<file path="src/rtl/avalon_mm_pkg.sv">
// Shared types and width helpers for the pipelined Avalon-MM bridge and its testbench.
package avalon_mm_pkg;

   function automatic int be_width(input int data_width);
      return data_width / 8;
   endfunction

   function automatic int cnt_width(input int max_pending);
      return $clog2(max_pending + 1);
   endfunction

   localparam int AVMM_DATA_W = 32;
   localparam int AVMM_ADDR_W = 32;
   localparam int AVMM_BE_W   = be_width(AVMM_DATA_W);

   typedef struct packed {
      logic [AVMM_ADDR_W-1:0] addr;
      logic                   rd;
      logic                   wr;
      logic [AVMM_DATA_W-1:0] wdata;
      logic [AVMM_BE_W-1:0]   be;
   } avalon_mm_cmd_t;

endpackage

</file>
<file path="src/rtl/avalon_mm_cmd_slice.sv">
// Single-entry Avalon-MM command register: loads on accept, drops its request
// strobes once the downstream slave takes the command.
module avalon_mm_cmd_slice
   import avalon_mm_pkg::*;
#(
   parameter int DATA_WIDTH = 32,
   parameter int ADDR_WIDTH = 32,
   parameter int BE_WIDTH   = be_width(DATA_WIDTH)
) (
   input  logic                  clk,
   input  logic                  rst_n,
   input  logic                  load,
   input  logic                  drain,
   input  logic [ADDR_WIDTH-1:0] ld_address,
   input  logic                  ld_read,
   input  logic                  ld_write,
   input  logic [DATA_WIDTH-1:0] ld_writedata,
   input  logic [BE_WIDTH-1:0]   ld_byteenable,
   output logic                  cmd_vld,
   output logic [ADDR_WIDTH-1:0] m_address,
   output logic                  m_read,
   output logic                  m_write,
   output logic [DATA_WIDTH-1:0] m_writedata,
   output logic [BE_WIDTH-1:0]   m_byteenable
);

   typedef struct packed {
      logic [ADDR_WIDTH-1:0] addr;
      logic                  rd;
      logic                  wr;
      logic [DATA_WIDTH-1:0] wdata;
      logic [BE_WIDTH-1:0]   be;
   } slot_t;

   slot_t slot_d, slot_q;
   logic  cmd_vld_d, cmd_vld_q;

   always_comb begin
      slot_d    = slot_q;
      cmd_vld_d = cmd_vld_q;
      if (load) begin
         slot_d.addr  = ld_address;
         slot_d.rd    = ld_read;
         slot_d.wr    = ld_write;
         slot_d.wdata = ld_writedata;
         slot_d.be    = ld_byteenable;
         cmd_vld_d    = 1'b1;
      end else if (drain) begin
         // Payload stays put; only the strobes drop so m_* remains purely registered.
         slot_d.rd = 1'b0;
         slot_d.wr = 1'b0;
         cmd_vld_d = 1'b0;
      end
   end

   always_ff @(posedge clk or negedge rst_n) begin
      if (!rst_n) begin
         slot_q    <= '0;
         cmd_vld_q <= 1'b0;
      end else begin
         slot_q    <= slot_d;
         cmd_vld_q <= cmd_vld_d;
      end
   end

   assign cmd_vld      = cmd_vld_q;
   assign m_address    = slot_q.addr;
   assign m_read       = slot_q.rd;
   assign m_write      = slot_q.wr;
   assign m_writedata  = slot_q.wdata;
   assign m_byteenable = slot_q.be;

endmodule

</file>
<file path="src/rtl/avalon_mm_pipeline_bridge.sv">
// Pipelined Avalon-MM bridge: registered command slot, registered read return,
// outstanding-read limiter and a sticky protocol-violation flag.
module avalon_mm_pipeline_bridge
   import avalon_mm_pkg::*;
#(
   parameter int DATA_WIDTH  = 32,
   parameter int ADDR_WIDTH  = 32,
   parameter int MAX_PENDING = 4
) (
   input  logic                                clk,
   input  logic                                rst_n,
   input  logic [ADDR_WIDTH-1:0]               s_address,
   input  logic                                s_read,
   input  logic                                s_write,
   input  logic [DATA_WIDTH-1:0]               s_writedata,
   input  logic [be_width(DATA_WIDTH)-1:0]     s_byteenable,
   output logic                                s_waitrequest,
   output logic [DATA_WIDTH-1:0]               s_readdata,
   output logic                                s_readdatavalid,
   output logic [ADDR_WIDTH-1:0]               m_address,
   output logic                                m_read,
   output logic                                m_write,
   output logic [DATA_WIDTH-1:0]               m_writedata,
   output logic [be_width(DATA_WIDTH)-1:0]     m_byteenable,
   input  logic                                m_waitrequest,
   input  logic [DATA_WIDTH-1:0]               m_readdata,
   input  logic                                m_readdatavalid,
   output logic [cnt_width(MAX_PENDING)-1:0]   pending_cnt,
   output logic                                protocol_err
);

   localparam int                BE_W    = be_width(DATA_WIDTH);
   localparam int                CNT_W   = cnt_width(MAX_PENDING);
   localparam logic [CNT_W-1:0]  CNT_MAX = CNT_W'(MAX_PENDING);

   logic                  ready_d, ready_q;
   logic [CNT_W-1:0]      pending_cnt_d, pending_cnt_q;
   logic                  s_readdatavalid_d, s_readdatavalid_q;
   logic [DATA_WIDTH-1:0] s_readdata_d, s_readdata_q;
   logic                  protocol_err_d, protocol_err_q;

   logic cmd_vld;
   logic drain;
   logic slot_free;
   logic rd_block;
   logic accept;
   logic dual_req;
   logic rd_accept;
   logic spurious_rsp;

   assign drain         = cmd_vld & ~m_waitrequest;
   assign slot_free     = ~cmd_vld | drain;
   assign rd_block      = s_read & (pending_cnt_q == CNT_MAX);
   assign s_waitrequest = ~ready_q | ~slot_free | rd_block;
   assign accept        = (s_read | s_write) & ~s_waitrequest;
   assign dual_req      = s_read & s_write;
   assign rd_accept     = accept & s_read & ~s_write;

   // A response is unexpected when every counted read has already come back on m_*.
   assign spurious_rsp  = m_readdatavalid & ~rd_accept &
                          (pending_cnt_q <= CNT_W'(s_readdatavalid_q));

   avalon_mm_cmd_slice #(
      .DATA_WIDTH (DATA_WIDTH),
      .ADDR_WIDTH (ADDR_WIDTH),
      .BE_WIDTH   (BE_W)
   ) u_cmd_slice (
      .clk           (clk),
      .rst_n         (rst_n),
      .load          (accept),
      .drain         (drain),
      .ld_address    (s_address),
      .ld_read       (s_read & ~s_write),
      .ld_write      (s_write),
      .ld_writedata  (s_writedata),
      .ld_byteenable (s_byteenable),
      .cmd_vld       (cmd_vld),
      .m_address     (m_address),
      .m_read        (m_read),
      .m_write       (m_write),
      .m_writedata   (m_writedata),
      .m_byteenable  (m_byteenable)
   );

   always_comb begin
      ready_d           = 1'b1;
      s_readdatavalid_d = m_readdatavalid;
      s_readdata_d      = m_readdatavalid ? m_readdata : s_readdata_q;
      protocol_err_d    = protocol_err_q | (accept & dual_req) | spurious_rsp;
      pending_cnt_d     = pending_cnt_q;
      if (rd_accept && !s_readdatavalid_q) begin
         pending_cnt_d = pending_cnt_q + 1'b1;
      end else if (!rd_accept && s_readdatavalid_q && (pending_cnt_q != '0)) begin
         pending_cnt_d = pending_cnt_q - 1'b1;
      end
   end

   always_ff @(posedge clk or negedge rst_n) begin
      if (!rst_n) begin
         ready_q           <= 1'b0;
         pending_cnt_q     <= '0;
         s_readdatavalid_q <= 1'b0;
         s_readdata_q      <= '0;
         protocol_err_q    <= 1'b0;
      end else begin
         ready_q           <= ready_d;
         pending_cnt_q     <= pending_cnt_d;
         s_readdatavalid_q <= s_readdatavalid_d;
         s_readdata_q      <= s_readdata_d;
         protocol_err_q    <= protocol_err_d;
      end
   end

   assign s_readdata      = s_readdata_q;
   assign s_readdatavalid = s_readdatavalid_q;
   assign pending_cnt     = pending_cnt_q;
   assign protocol_err    = protocol_err_q;

endmodule

</file>
<file path="config.mk">
export PLATFORM = sky130hd
export DESIGN_NAME = avalon_mm_pipeline_bridge
export DESIGN_NICKNAME = d
export VERILOG_FILES = /design/src/rtl/avalon_mm_pkg.sv /design/src/rtl/avalon_mm_cmd_slice.sv /design/src/rtl/avalon_mm_pipeline_bridge.sv
export SDC_FILE = /design/constraint.sdc
export NUM_CORES = 1
export LEC_CHECK = 0
export ABC_CLOCK_PERIOD_IN_PS = 4000
export CAP_MARGIN = 20
export CORE_MARGIN = 1
export CORE_UTILIZATION = 45
export DETAILED_ROUTE_END_ITERATION = 6
export GPL_ROUTABILITY_DRIVEN = 0
export PLACE_DENSITY = 0.86
export SYNTH_ARGS = -nofsm -noshare
export SYNTH_HDL_FRONTEND = slang
export SYNTH_HIERARCHICAL = 1
export SYNTH_SLANG_ARGS = --single-unit
export TNS_END_PERCENT = 10
</file>
<file path="constraint.sdc">
create_clock -name clk -period 4 [get_ports clk]
set_clock_uncertainty 0.2 [all_clocks]
set_input_delay 0.8 -clock clk [delete_from_list [all_inputs] [get_ports clk]]
set_output_delay 0.8 -clock clk [all_outputs]
set_load 0.05 [all_outputs]
</file>
==> results of run 1 <==
## where the power goes
part | internal, mW | switching [mW]
registers | 1.43 | 0.222
logic | 1.13 | 1.62
clock network | 0.496 | 0.358
total | 3.06 | 2.20
## how the worst max path moves through the flow
stage                        startpoint  slack, ps                        end
final                     m_waitrequest        240              s_waitrequest
after global routing      m_waitrequest        150              s_waitrequest
after CTS                 m_waitrequest        250              s_waitrequest
after detailed placement  m_waitrequest        260              s_waitrequest
after global placement    m_waitrequest        350              s_waitrequest
after floorplan           m_waitrequest       1180  u_cmd_slice/m_address[22]
## sequential cells by signal, summed over array words and instances (netlist names)
register,flops
pending_cnt,3
protocol_err,1
ready_q,1
s_readdata,32
s_readdatavalid,1
u_cmd_slice/cmd_vld,1
u_cmd_slice/m_address,32
u_cmd_slice/m_byteenable,4
u_cmd_slice/m_read,1
u_cmd_slice/m_write,1
u_cmd_slice/m_writedata,32
## through the flow
| step | hold WS (ps) | cell area [µm²] | util | instances |
|---|---|---|---|---|
| after detailed placement | 267 | 6800 | 0.689 | 609 |
| after floorplan | 287 | 4610 | - | 270 |
| after global placement | 269 | 6800 | 0.689 | 609 |
| after CTS | 293 | 7070 | 0.717 | 625 |
| final | 173 | 7090 | 0.719 | 626 |
| after global routing | 195 | 7090 | 0.719 | 626 |
## logic make-up (layout without fill, tap and decap cells)
family / count (synthesis) / count (layout) / share of synthesized area
AO/OA/AOI/OAI: 17 / 17 / 0.0280
adder cells (fa/ha/maj): 2 / 2 / 0.00706
buffers and inverters: 17 / 240 / 0.0399
flip-flops: 109 / 109 / 0.592
multiplexers: 102 / 102 / 0.303
other: 1 / 1 / 0.000814
AND/OR/NAND/NOR: 22 / 22 / 0.0291
## cell usage in the layout, fill, tap and decap left out, types with 2 or more instances in the layout
cell | synthesis | layout
a211oi_1 | 2 | 2
a311oi_1 | 2 | 2
buf_12 | 6 | 2
buf_4 | 0 | 5
bufinv_16 | 0 | 4
clkbuf_8 | 0 | 10
clkdlybuf4s50_1 | 0 | 212
dfrtp_1 | 109 | 109
inv_1 | 4 | 4
mux2_2 | 32 | 32
mux2_4 | 67 | 67
mux2i_1 | 2 | 2
nand2_1 | 5 | 5
nand2b_1 | 2 | 2
nor2_1 | 3 | 2
nor3b_1 | 2 | 2
o21ai_1 | 2 | 2
## routing by layer
metal / GRT usage / up-vias / wire length [µm]
li1: - / 1384 / -
met1: 0.227 / 1521 / 3980
met2: 0.376 / 140 / 5830
met3: 0.0511 / 22 / 800
met4: 0.0899 / 0 / 264
met5: 0 / - / 0
## final cells by class
| class | count | area, µm² |
|---|---|---|
| flip-flops and latches | 109 | 2730 |
| fillers | 642 | 2780 |
| multi-input cells | 144 | 1700 |
| inverters | 5 | 18.8 |
| well taps | 133 | 166 |
| clock inverters | 6 | 134 |
| clock buffers | 10 | 138 |
| repair buffers | 219 | 2200 |
==> results.md, run 1 <==
- Rows: 36
- EDFF count, synth: 0
- Ys async rst share: 1.00
- Seq/Total Area, Yosys: 0.592
- DR pass1 iterations: 4
- Mapped Cells: 270
- Initial Util: 0.467
- Final TNS setup: 0 ps
- Max-cap viol count: 0
- CP max-delay cell: clkdlybuf4s50_1
- Post-route ant nets: 0
- Worst-path fanout max: 9
- CP arrival: around 2800 ps
- Cts bufs inserted: 9
- Crit-path cells: clkdlybuf4s50_1 -> a21boi_1 -> nand2_1 -> clkdlybuf4s50_1
- Post-CTS Setup Inserts: 0
- Fin nets: about 600
- IO Port Bufs: 213
- Die H: 103 µm
- Final WS setup: ~240 ps
- Initial antenna violation count: 0
- WP depth: 4
- CP endpoint kind: output pin
- H-tree Lvls: 3
- Die area: 10600 µm²
- Period utilization: 0.940
- Crit-path most repeated cell: clkdlybuf4s50_1
- Number of global-route vias before repair: 3235
- Share of cells above drive strength 1: 0.262
- Synth area leaders: dfrtp_1 (59%), mux2_4 (22%), mux2_2 (7.8%)
- Drt drc: 0
- Core area: 9860 µm²
- Worst r2r src: pending_cnt[1]
- Drt via density: 4.90
- Hold-fix buffers, CTS: 0
- Count leader, synth: dfrtp_1
- Total wire length: approximately 11000 µm
- Setup slack at placement: 256 ps
- TritonCTS clock tree: built
- Post-synth cell types: 43
- Vias: 3067
- Worst-path clk slew: 100 ps
- Largest net degree at the start of global routing: 79
- Final setup viols: 0
- CP Class: primary input to output pin
- Worst slew pin tran: around 620 ps
- Area Growth Syn to Fin: 53.8%
- Mapped Nets: 378
- CTS root buffer: clkbuf_8
- CTS max path bufs: 2
- Worst vdd ir: 0.518 mV
- Die width: 103 µm
- Slowest stage delay, CP: approximately 760 ps
- Commonest cells post-synth: dfrtp_1 (109), mux2_4 (67), mux2_2 (32)
- Max-Slew Margin vs Limit: 0.586
- CP Launch Type: primary input
- FMAX: 266 MHz
- Dominant register cell in the synthesized netlist: dfrtp_1
- Total power: 5.26 mW
- Final min period: 3760 ps
- Status: complete, no violations
- RR Endpoint: pending_cnt[2]
- N_diodes: 0
- Leak: a little over 3 nW
- # clock sinks: 109
- First-pass GRT wire length: 16300 µm
- Worst path required time: 3000 ps
- Post-DP HPWL: 7960 µm
- R2R Setup Slk: 1300 ps
- GRT Util Overall: 0.206
- Final Max Tran Viols: 0
- Avg WL per Cell: 17.4 µm
- Largest delay share family, worst path: buffers and inverters
- Starting DRT DRC Count: 64
- Mean Syn Cell Area: 17.1 µm²
- Post-CTS Resized: 0
- Gr ovfl total: 0
- Yosys reg bits: 109
- Fin. Hold Viols: 0
- RSZ-0062 raised after global routing: false
- Hold Path Class: primary input to async pin
- I/O pin count: about 210
- Worst Reg-to-Reg Cells: 6
- Area leader, netlist: dfrtp_1
- Area of the mapped netlist: 4610 µm²
- Synth Warn #: 6
- Worst-skew pair later-pin latency: 350 ps
- Post-synth top area share: 0.592
- Buf+Inv Stages, Crit Path: 2
- Pwr dens: between 700 and 800 nW/µm²
No activity file was read; power rests on OpenSTA's default activity.
==> run 2: changes to the inputs <==
ABC_CLOCK_PERIOD_IN_PS = 3700   (was 4000)
CORE_UTILIZATION = 41   (was 45)
PLACE_DENSITY = 0.8   (was 0.86)
TNS_END_PERCENT = 20   (was 10)
clock period = 3.7 ns   (was 4 ns; I/O delays follow)
==> run 2 against run 1 <==
  * First-iteration DRC count up 39%
  * Sequential power up 8%
  * Design area down 1.4%
  * Worst hold slack about the same
  * Critical path type unchanged
  * Critical path depth unchanged
  * Count of clock-buffer cells in the layout up 2
==> results.md, run 2 (synthesis gave the netlist of run 1 again) <==
- Status: complete, no violations (unchanged)
- CP endpoint kind: output pin (unchanged)
- Fin nets: 594 (was 596)
- Worst slew pin tran: 633 ps (was 620 ps)
- Total wire length: 10800 µm (was 10900 µm)
- Max-Slew Margin vs Limit: 0.577 (was 0.586)
- Final min period: 3150 ps
- FMAX: 317 MHz
- # clock sinks: 109 (unchanged)
- Final TNS setup: 0 ps (unchanged)
- Worst-path clk slew: 90 ps (was 100 ps)
- Period utilization: 0.852
- Final setup viols: 0 (unchanged)
- Post-route ant nets: 0 (unchanged)
- Die H: 108 µm (was 103 µm)
- Cts bufs inserted: 9 (unchanged)
- Pwr dens: 775 nW/µm² (was 742 nW/µm²)
- Area Growth Syn to Fin: 51.7% (was 53.8%)
- Placed Area: 6820 µm² (was 6800 µm²)
- Hold Path Class: primary input to async pin (unchanged)
- Avg WL per Cell: 17.2 µm (was 17.4 µm)
- Worst vdd ir: 0.436 mV (was 0.518 mV)
- CTS root buffer: clkbuf_8 (unchanged)
- Worst-skew pair later-pin latency: 370 ps (was 350 ps)
- Most frequent cells in the layout: clkdlybuf4s50_1 (211), dfrtp_1 (109), mux2_4 (67) (was clkdlybuf4s50_1 (212), dfrtp_1 (109), mux2_4 (67))
- Layout Utilization: 0.642 (was 0.719)
- Worst-path fanout max: 9 (unchanged)
- Post-CTS Resized: 0 (unchanged)
- Gr ovfl total: 0 (unchanged)
- IO Port Bufs: 213 (unchanged)
- CP Class: primary input to output pin (unchanged)
- GRT Util Overall: 0.189 (was 0.206)
- First-pass GRT wire length: 16700 µm (was 16300 µm)
- Worst path required time: 2760 ps (was 3000 ps)
- Post-route cell area: 6990 µm² (was 7090 µm²)
- Vias: 3082 (was 3067)
- GRT Max-Usage Layer: met2 (unchanged)
- Fin. Hold Viols: 0 (unchanged)
- H-tree Lvls: 3 (unchanged)
- Drt drc: 0 (unchanged)
- Number of global-route vias before repair: 3303 (was 3235)
- TritonCTS clock tree: built (unchanged)
- CP arrival: 2210 ps (was 2760 ps)
- Drt via density: 4.88 (was 4.90)
- Grt met2 use: 0.291 (was 0.376)
- Leak: 2.99 nW (was 3.04 nW)
- RSZ-0062 raised after global routing: false (unchanged)
- CP Launch Point: m_waitrequest (unchanged)
- Max-cap viol count: 0 (unchanged)
- Final Max Tran Viols: 0 (unchanged)
- Grt met3 use: 0.0814 (was 0.0511)
- Share of cells above drive strength 1: 0.257 (was 0.262)
- Hold-fix buffers, CTS: 0 (unchanged)
- GR Util met1: 0.229 (was 0.227)
- Commonest non-fill, non-tap cell in the layout: clkdlybuf4s50_1 (unchanged)
- Initial Util: 0.423 (was 0.467)
- Die area: 11700 µm² (was 10600 µm²)
- Post-DP HPWL: 7820 µm (was 7960 µm)
- Post-CTS Setup Inserts: 0 (unchanged)
- CTS max path bufs: 2 (unchanged)
- Initial antenna violation count: 0 (unchanged)
- N_diodes: 0 (unchanged)
- Die width: 108 µm (was 103 µm)
- Core area: 10900 µm² (was 9860 µm²)
- Rows: 38 (was 36)
- I/O pin count: 214 (unchanged)
- Hold slack final: 174 ps (was 173 ps)
- CP Launch Type: primary input (unchanged)
- Worst r2r src: pending_cnt[0] (was pending_cnt[1])
- DR pass1 iterations: 4 (unchanged)
- Starting DRT DRC Count: 89 (was 64)
- Largest net degree at the start of global routing: 63 (was 79)
[run 2: cell count changes in the layout (fill, tap and decap cells not counted), sizes merged]
cell,previous run,this run
bufinv,4,0
clkbuf,10,12
clkinv,2,4
buf,7,6
clkdlybuf4s50,212,211
[run 2: layer usage]
| layer | up-vias | routed length [µm] |
|---|---|---|
| li1 | 1384 | - |
| met1 | 1525 | 4480 |
| met2 | 157 | 4850 |
| met3 | 16 | 1280 |
| met4 | 0 | 238 |
| met5 | - | 0 |
[run 2: worst max-delay path, stage by stage]
cell             delay [ps]
clkdlybuf4s50_1         450
a21boi_1                550
nand2_1                 220
buf_4                   250
[run 2: final timing paths]
check | cells after the start | slack (ps) | endpoint
setup / recovery | 4 | 550 | s_waitrequest
setup reg to reg | 6 | 1010 | pending_cnt[2]
max in group asynchronous | 2 | 2380 | u_cmd_slice/m_address[16]
hold reg to reg | 1 | 300 | u_cmd_slice/m_address[29]
min in group clk | 1 | 300 | u_cmd_slice/m_address[29]
hold / removal | 1 | 170 | s_readdata[10]
[run 2: cell type report]
cell class | count | area (µm²)
Multi-Input combinational cell | 144 | 1700
Inverter | 5 | 18.8
Clock inverter | 4 | 23.8
Timing Repair Buffer | 217 | 2190
Fill cell | 838 | 3900
Clock buffer | 12 | 145
Sequential cell | 109 | 2730
Tap cell | 140 | 175
[run 2: report_power, final]
group / total (mW) / internal (mW) / switching, mW
Clock: 0.654 / 0.262 / 0.392
Sequential: 1.79 / 1.55 / 0.241
Combinational: 2.97 / 1.22 / 1.75
Total: 5.42 / 3.03 / 2.38
[run 2: through the flow]
stage / cells / setup slack, ps / power (mW)
2_1_floorplan: 270 / 944 / 3.80
3_3_place_gp: 615 / 474 / 4.74
3_5_place_dp: 615 / 316 / 4.79
4_1_cts: 631 / 568 / 5.46
5_1_grt: 631 / 464 / 5.64
6_report: 631 / 548 / 5.42
==> run 3: changes to the inputs <==
SLEW_MARGIN = 20   (was default)
==> results of run 3 <==
Same layout as run 2: the final DEF is identical, and so are final timing and power.
